$ cat src/rtl/ysyx_25030077_wbu.sv
// Writeback unit: retires one EXU instruction at a time, waits for the load response when needed,
// formats the writeback value, writes the register file and pulses commit.
module ysyx_25030077_wbu #(
   parameter int unsigned XLEN   = 32,
   parameter int unsigned REG_AW = 5
) (
   input  logic              clock,
   input  logic              reset,
   input  logic              io_in_valid,
   output logic              io_in_ready,
   input  logic [REG_AW-1:0] io_in_rd,
   input  logic              io_in_wen,
   input  logic [1:0]        io_in_wb_sel,
   input  logic [XLEN-1:0]   io_in_alu_res,
   input  logic [XLEN-1:0]   io_in_pc,
   input  logic [XLEN-1:0]   io_in_csr_data,
   input  logic [2:0]        io_in_load_fmt,
   input  logic              io_mem_rvalid,
   output logic              io_mem_rready,
   input  logic [XLEN-1:0]   io_mem_rdata,
   input  logic [1:0]        io_mem_rresp,
   output logic              io_rf_wen,
   output logic [REG_AW-1:0] io_rf_waddr,
   output logic [XLEN-1:0]   io_rf_wdata,
   output logic              io_done,
   output logic              io_err
);

   typedef enum logic [1:0] {StIdle, StWaitMem, StCommit} state_e;

   localparam logic [1:0] SelAlu  = 2'd0;
   localparam logic [1:0] SelLoad = 2'd1;
   localparam logic [1:0] SelPc4  = 2'd2;

   state_e              state_q, state_d;
   logic [REG_AW-1:0]   rd_q;
   logic                wen_q;
   logic [1:0]          wb_sel_q;
   logic [XLEN-1:0]     alu_res_q, pc_q, csr_data_q, rdata_q;
   logic [2:0]          load_fmt_q;
   logic [1:0]          rresp_q;

   logic                accept, mem_fire;
   logic [1:0]          off;
   logic [7:0]          byte_sel;
   logic [15:0]         half_sel;
   logic [XLEN-1:0]     load_data, wb_data;
   logic                fault;

   assign accept   = (state_q == StIdle) && io_in_valid;
   assign mem_fire = (state_q == StWaitMem) && io_mem_rvalid;

   always_ff @(posedge clock) begin
      if (reset) begin
         state_q    <= StIdle;
         rd_q       <= '0;
         wen_q      <= 1'b0;
         wb_sel_q   <= '0;
         alu_res_q  <= '0;
         pc_q       <= '0;
         csr_data_q <= '0;
         load_fmt_q <= '0;
         rdata_q    <= '0;
         rresp_q    <= '0;
      end else begin
         state_q <= state_d;
         if (accept) begin
            rd_q       <= io_in_rd;
            wen_q      <= io_in_wen;
            wb_sel_q   <= io_in_wb_sel;
            alu_res_q  <= io_in_alu_res;
            pc_q       <= io_in_pc;
            csr_data_q <= io_in_csr_data;
            load_fmt_q <= io_in_load_fmt;
         end
         if (mem_fire) begin
            rdata_q <= io_mem_rdata;
            rresp_q <= io_mem_rresp;
         end
      end
   end

   always_comb begin
      state_d = state_q;
      case (state_q)
         StIdle:    if (io_in_valid) state_d = (io_in_wb_sel == SelLoad) ? StWaitMem : StCommit;
         StWaitMem: if (io_mem_rvalid) state_d = StCommit;
         StCommit:  state_d = StIdle;
         default:   state_d = StIdle;
      endcase
   end

   // Load extraction works on the captured aligned word; off selects the lane.
   assign off      = alu_res_q[1:0];
   assign byte_sel = rdata_q[{off, 3'b000} +: 8];
   assign half_sel = off[1] ? rdata_q[16 +: 16] : rdata_q[0 +: 16];

   always_comb begin
      load_data = '0;
      fault     = 1'b0;
      if (wb_sel_q == SelLoad) begin
         fault = (rresp_q != 2'd0);
         case (load_fmt_q)
            3'b000: load_data = {{(XLEN-8){byte_sel[7]}}, byte_sel};
            3'b100: load_data = XLEN'(byte_sel);
            3'b001: begin
               load_data = {{(XLEN-16){half_sel[15]}}, half_sel};
               fault     = fault | off[0];
            end
            3'b101: begin
               load_data = XLEN'(half_sel);
               fault     = fault | off[0];
            end
            3'b010: begin
               load_data = rdata_q;
               fault     = fault | (off != 2'd0);
            end
            default: fault = 1'b1;
         endcase
      end
   end

   always_comb begin
      case (wb_sel_q)
         SelAlu:  wb_data = alu_res_q;
         SelLoad: wb_data = load_data;
         SelPc4:  wb_data = pc_q + XLEN'(4);
         default: wb_data = csr_data_q;
      endcase
   end

   // Outputs are forced low while reset is asserted, whatever state_q holds.
   always_comb begin
      io_in_ready   = 1'b0;
      io_mem_rready = 1'b0;
      io_done       = 1'b0;
      io_err        = 1'b0;
      io_rf_wen     = 1'b0;
      io_rf_waddr   = rd_q;
      io_rf_wdata   = wb_data;
      if (!reset) begin
         case (state_q)
            StIdle:    io_in_ready = 1'b1;
            StWaitMem: io_mem_rready = 1'b1;
            StCommit: begin
               io_done   = 1'b1;
               io_err    = fault;
               io_rf_wen = wen_q && (rd_q != '0) && !fault;
            end
            default: ;
         endcase
      end
   end

endmodule

$ cat config.mk
export PLATFORM = sky130hd
export DESIGN_NAME = ysyx_25030077_wbu
export DESIGN_NICKNAME = d
export VERILOG_FILES = /design/src/rtl/ysyx_25030077_wbu.sv
export SDC_FILE = /design/constraint.sdc
export NUM_CORES = 1
export LEC_CHECK = 0
export CAP_MARGIN = 20
export CORE_MARGIN = 5
export CORE_UTILIZATION = 53
export DETAILED_ROUTE_END_ITERATION = 10
export PLACE_DENSITY = 0.94
export SLEW_MARGIN = 40
export SYNTH_ARGS = -nofsm -noshare
export SYNTH_HDL_FRONTEND = slang
export SYNTH_SLANG_ARGS = --single-unit
$ cat constraint.sdc
create_clock -name clock -period 5.1 [get_ports clock]
set_input_delay 1.02 -clock clock [delete_from_list [all_inputs] [get_ports clock]]
set_output_delay 1.02 -clock clock [all_outputs]
set_load 0.01 [all_outputs]
Yosys cells after proc, flatten, opt, wreduce, memory -nomap -nowiden

Index checks and enable logic that the tools add are counted.

Bits of input ports: 145
Logic and storage cells: 58
Register bits: 143

Reductions and logical operators: 14
Mux-type cells: 19
Equality and inequality tests: 11
Shift-type cells: 1
Bitwise logic cells: 2
$add $sub $neg: 1

Operator list:

| cell                                                                   | count |
|---|---|
| 32-bit one-hot mux with 5 select lines                                 | 1 |
| 32-bit one-hot mux with 3 select lines                                 | 1 |
| 32-bit by 3-bit adder with 32-bit output (second input constant)       | 1 |
| 32-bit by 6-bit indexed part select with 8-bit output                  | 1 |
| 16-bit two-way mux                                                     | 1 |
| 1-bit two-way mux                                                      | 11 |
| 2-bit by 1-bit equality test with 1-bit output (second input constant) | 3 |
| 3-bit equality test (second input constant)                            | 2 |
| 2-bit two-way mux                                                      | 3 |
| 5-bit nonzero test                                                     | 1 |
| 2-bit equality test (second input constant)                            | 2 |
| 1-bit logical AND                                                      | 4 |
| 2-bit zero test                                                        | 2 |
| 2-bit != test (second input constant)                                  | 2 |
| 2-bit one-hot mux with 2 select lines                                  | 1 |
| 2-bit nonzero test                                                     | 2 |
| 2-bit OR reduction                                                     | 2 |
| 3-bit by 1-bit equality test with 1-bit output (second input constant) | 1 |
| 3-bit by 2-bit equality test with 1-bit output (second input constant) | 1 |
| 3-bit zero test                                                        | 1 |
| 1-bit one-hot mux with 3 select lines                                  | 1 |
| 1-bit OR                                                               | 2 |
| 2-bit AND reduction                                                    | 1 |
| 1-bit zero test                                                        | 1 |

Logic depth before layout (Yosys ltp)

Depth after elaboration: 8
Mapped depth: 8
Depth with buffers taken out: 6

Least setup slack after synthesis

OpenSTA, ideal clock, no wires.

Kind: input port to output port
Start: in reset
End: out io_rf_wen
Stages: 4
Path slack: 2.131 ns
Arrival time: 1.949 ns
Data required time: 4.080 ns
Path buffers: 1
Path through: clkbuf_1 nor3b_1 o211ai_1 nor2_1

Longest elaborated chain between the ends: 1

Ends and longest elaborated chain:

| item              | RTL line | source |
|---|---|---|
| from (decl)       | 8        | `input logic reset,` |
| 1-bit two-way mux | 141      | `if (!reset) begin` |
| to (decl)         | 22       | `output logic io_rf_wen,` |

No other way between the ends.

Final worst setup path

Start: reg alu_res_q[1]
End: out io_rf_wdata[27]

Longest elaborated chain between the ends: 3

Ends and longest elaborated chain:

| item                                                                                               | RTL line | source |
|---|---|---|
| from (decl)                                                                                        | 39       | `logic [XLEN-1:0] alu_res_q, pc_q, csr_data_q, rdata_q;` |
| from (signal assigned)                                                                             | 71       | `alu_res_q <= io_in_alu_res;` |
| 32-bit by 6-bit indexed part select with 8-bit output / 16-bit two-way mux (equally long branches) | 95, 96   |  |
| 32-bit one-hot mux with 5 select lines (*)                                                         | 103      | `case (load_fmt_q)` |
| 32-bit one-hot mux with 3 select lines (*)                                                         | 124      | `case (wb_sel_q)` |
| to (decl)                                                                                          | 24       | `output logic [XLEN-1:0] io_rf_wdata,` |

Mark *: on every way between the ends. The rest lies on a longest branch, timed or not.

==> flow_summary.yaml <==
run_status:
  outcome: "complete, no violations"
cts:
  path_clk_slew_ns: 0.06
  numCtsBuffers: 17
  cts_hold_buf: 0
  cts_buffer_depth: 2
  clk_latency_ns: 0.43
  htreeDepth: 4
  root_buffer: "clkbuf_16"
  cts_tree: "yes"
  post_cts_buffers: 0
  cts_resized: 0
  cts.sinks: 143
yosys:
  syn_inst: 934
  synth.most_common_cell: "nand2_1"
  ys.flop_type: "dfxtp_1"
  synthTopCellsByCount: "nand2_1 (312), a21oi_1 (168), dfxtp_1 (143)"
  synth_area_um2: 6940
  ys_seq_elements: 143
  synth_cell_types: 60
  yosys-top-cells-area: "dfxtp_1 (41%), nand2_1 (17%), a21oi_1 (12%)"
  synth_nets: 1080
  synth-seq-area-share: 0.413
  synth_edf_count: 0
  syn_area_per_cell_um2: 7.43
  ys_warn_count: 0
  synth_top_area_share: 0.413
  async_flop_share: 0
  synth_top_area_cell: "dfxtp_1"
routing:
  ant_nets: 0
  drc: 0
  finalWirelength_mm: 22.7
  drt_iter0_markers: 916
  drtPass1Iterations: 6
  wl_per_cell_um: 18.0
  routed_via_density: 5.81
  detailroute.via_count: 7342
place:
  gp_congestion: 0.929
  io_buffers: 186
  dp_hpwl_mm: 16.2
  placed_area_um2: 8820
sta:
  final.period_utilization: 0.854
  max_slew_margin: 0.408
  slew_violations: 0
  hold_viol_final: 0
  rsz0062_at_grt: "no"
  final.setup.tns_ns: 0
  period_needed_ns: 4.36
  finalSetupViolations: 0
  worstMarginPinSlew_ns: 0.886
  finClkSkew_ns: 0.00608
  max_freq_mhz: 230
die:
  die_height_um: 124
  num_rows: 41
  io_pins: 187
  start_util: 0.545
  dieArea_um2: 15500
  coreArea_um2: 12700
  die_x_um: 124
critical_path:
  worstPathRequired_ns: 4.08
  path_class: "reg -> out"
  arrival_ns: 3.34
  cp-end-kind: "output pin"
  cp-start-kind: "register"
  path_max_fanout: 22
grt:
  gr-total-overflow: 0
  grt_pass1_wl_mm: 35.8
  grtUsageTotal: 0.284
  antenna_found_initial: 0
  grt_start_max_net_pins: 108
  first_global_vias: 7097
layout:
  fin_util: 0.735
  final_cell_area_um2: 9360
  layout-drive-gt1-share: 0.0559
  seqCellArea_um2: 2860
  diodes: 0
  layout.nets: 1224
  fillCellCount: 988
  multi_input_area_um2: 3800
  area_growth_pct: 34.9
hold_path:
  hold_path.class: "reg -> reg"
pwr:
  ir_worst_vdd_mv: 0.229
  cellPowerDensity_nw_per_um2: 301
  power.leakage_uw: 0.00336
  power_uw: 2820
flow_run:
  cap_violations: 0
-- worst paths after layout --
check	startpoint	to	slack (ns)	depth (start not counted)
worst min register to register	alu_res_q[15]$_SDFFE_PP0P_	alu_res_q[15]$_SDFFE_PP0P_	0.45	2
worst min-delay path	alu_res_q[15]$_SDFFE_PP0P_	alu_res_q[15]$_SDFFE_PP0P_	0.45	2
worst max-delay path	alu_res_q[1]$_SDFFE_PP0P_	io_rf_wdata[27]	0.74	7
worst max register to register	state_q[1]$_SDFFE_PP0P_	wb_sel_q[0]$_SDFFE_PP0P_	2.78	5
-- area by class of cell --
| cell class | count | share of cell area |
|---|---|---|
| Timing Repair Buffer | 194 | 0.206 |
| Multi-Input combinational cell | 716 | 0.406 |
| Sequential cell | 143 | 0.306 |
| Clock buffer | 26 | 0.0534 |
| Inverter | 6 | 0.00241 |
| Tap cell | 172 | 0.0230 |
| Clock inverter | 6 | 0.00348 |
-- registers in the layout, indices dropped and copies added (netlist names) --
signal	count
csr_data_q	32
rresp_q	2
io_rf_waddr	5
pc_q	32
wb_sel_q	2
rdata_q	32
load_fmt_q	3
wen_q	1
state_q	2
alu_res_q	32
-- cells by family after synthesis --
kind of cell / Yosys count / share of synthesized area
XOR/XNOR: 27 / 0.0341
adder cells (fa/ha/maj): 1 / 0.00180
flip-flops: 143 / 0.413
AO/OA/AOI/OAI: 245 / 0.209
multiplexers: 17 / 0.0341
AND/OR/NAND/NOR: 426 / 0.265
buffers and inverters: 75 / 0.0431
-- worst max-delay path, cell delays in order (launching register included) --
cell             delay [ns]
dfxtp_1                0.30
buf_4                  0.26
mux2i_1                0.18
o32ai_2                0.52
nor2b_1                0.57
nor2_2                 0.16
a221oi_2               0.27
clkdlybuf4s50_1        0.63
-- placed cells by master (no fill, tap or decap), drive strengths merged, types with 9 or more instances in the layout --
cell type / instances
o21ai: 12
nand4: 13
and3: 10
nand3: 28
a22oi: 9
mux2i: 9
xor2: 20
a21oi: 169
clkbuf: 26
dfxtp: 143
buf: 9
clkdlybuf4s50: 185
nor2: 25
nand2: 312
-- through the flow --
stage	hold WS (ns)	std cells	setup WS, ns
6_report	0.453	1263	0.744
3_5_place_dp	0.444	1231	1.30
4_1_cts	0.452	1263	0.819
3_3_place_gp	0.440	1231	1.34
5_1_grt	0.476	1263	0.547
2_1_floorplan	0.431	934	2.13
-- layer usage --
metal  global-route usage  wire, um
met3               0.0926      2300
met4                0.113       752
met2                0.471     10800
met5                    0         0
met1                0.341      8870
-- where the power goes --
part	switching, uW	leakage [uW]	total [uW]	internal, uW
sequential	58.4	0.00117	1240	1180
combinational	227	0.00193	459	232
clock	453	0.000264	1120	668
total	739	0.00336	2820	2080
Power figures use the tool's default switching activity.
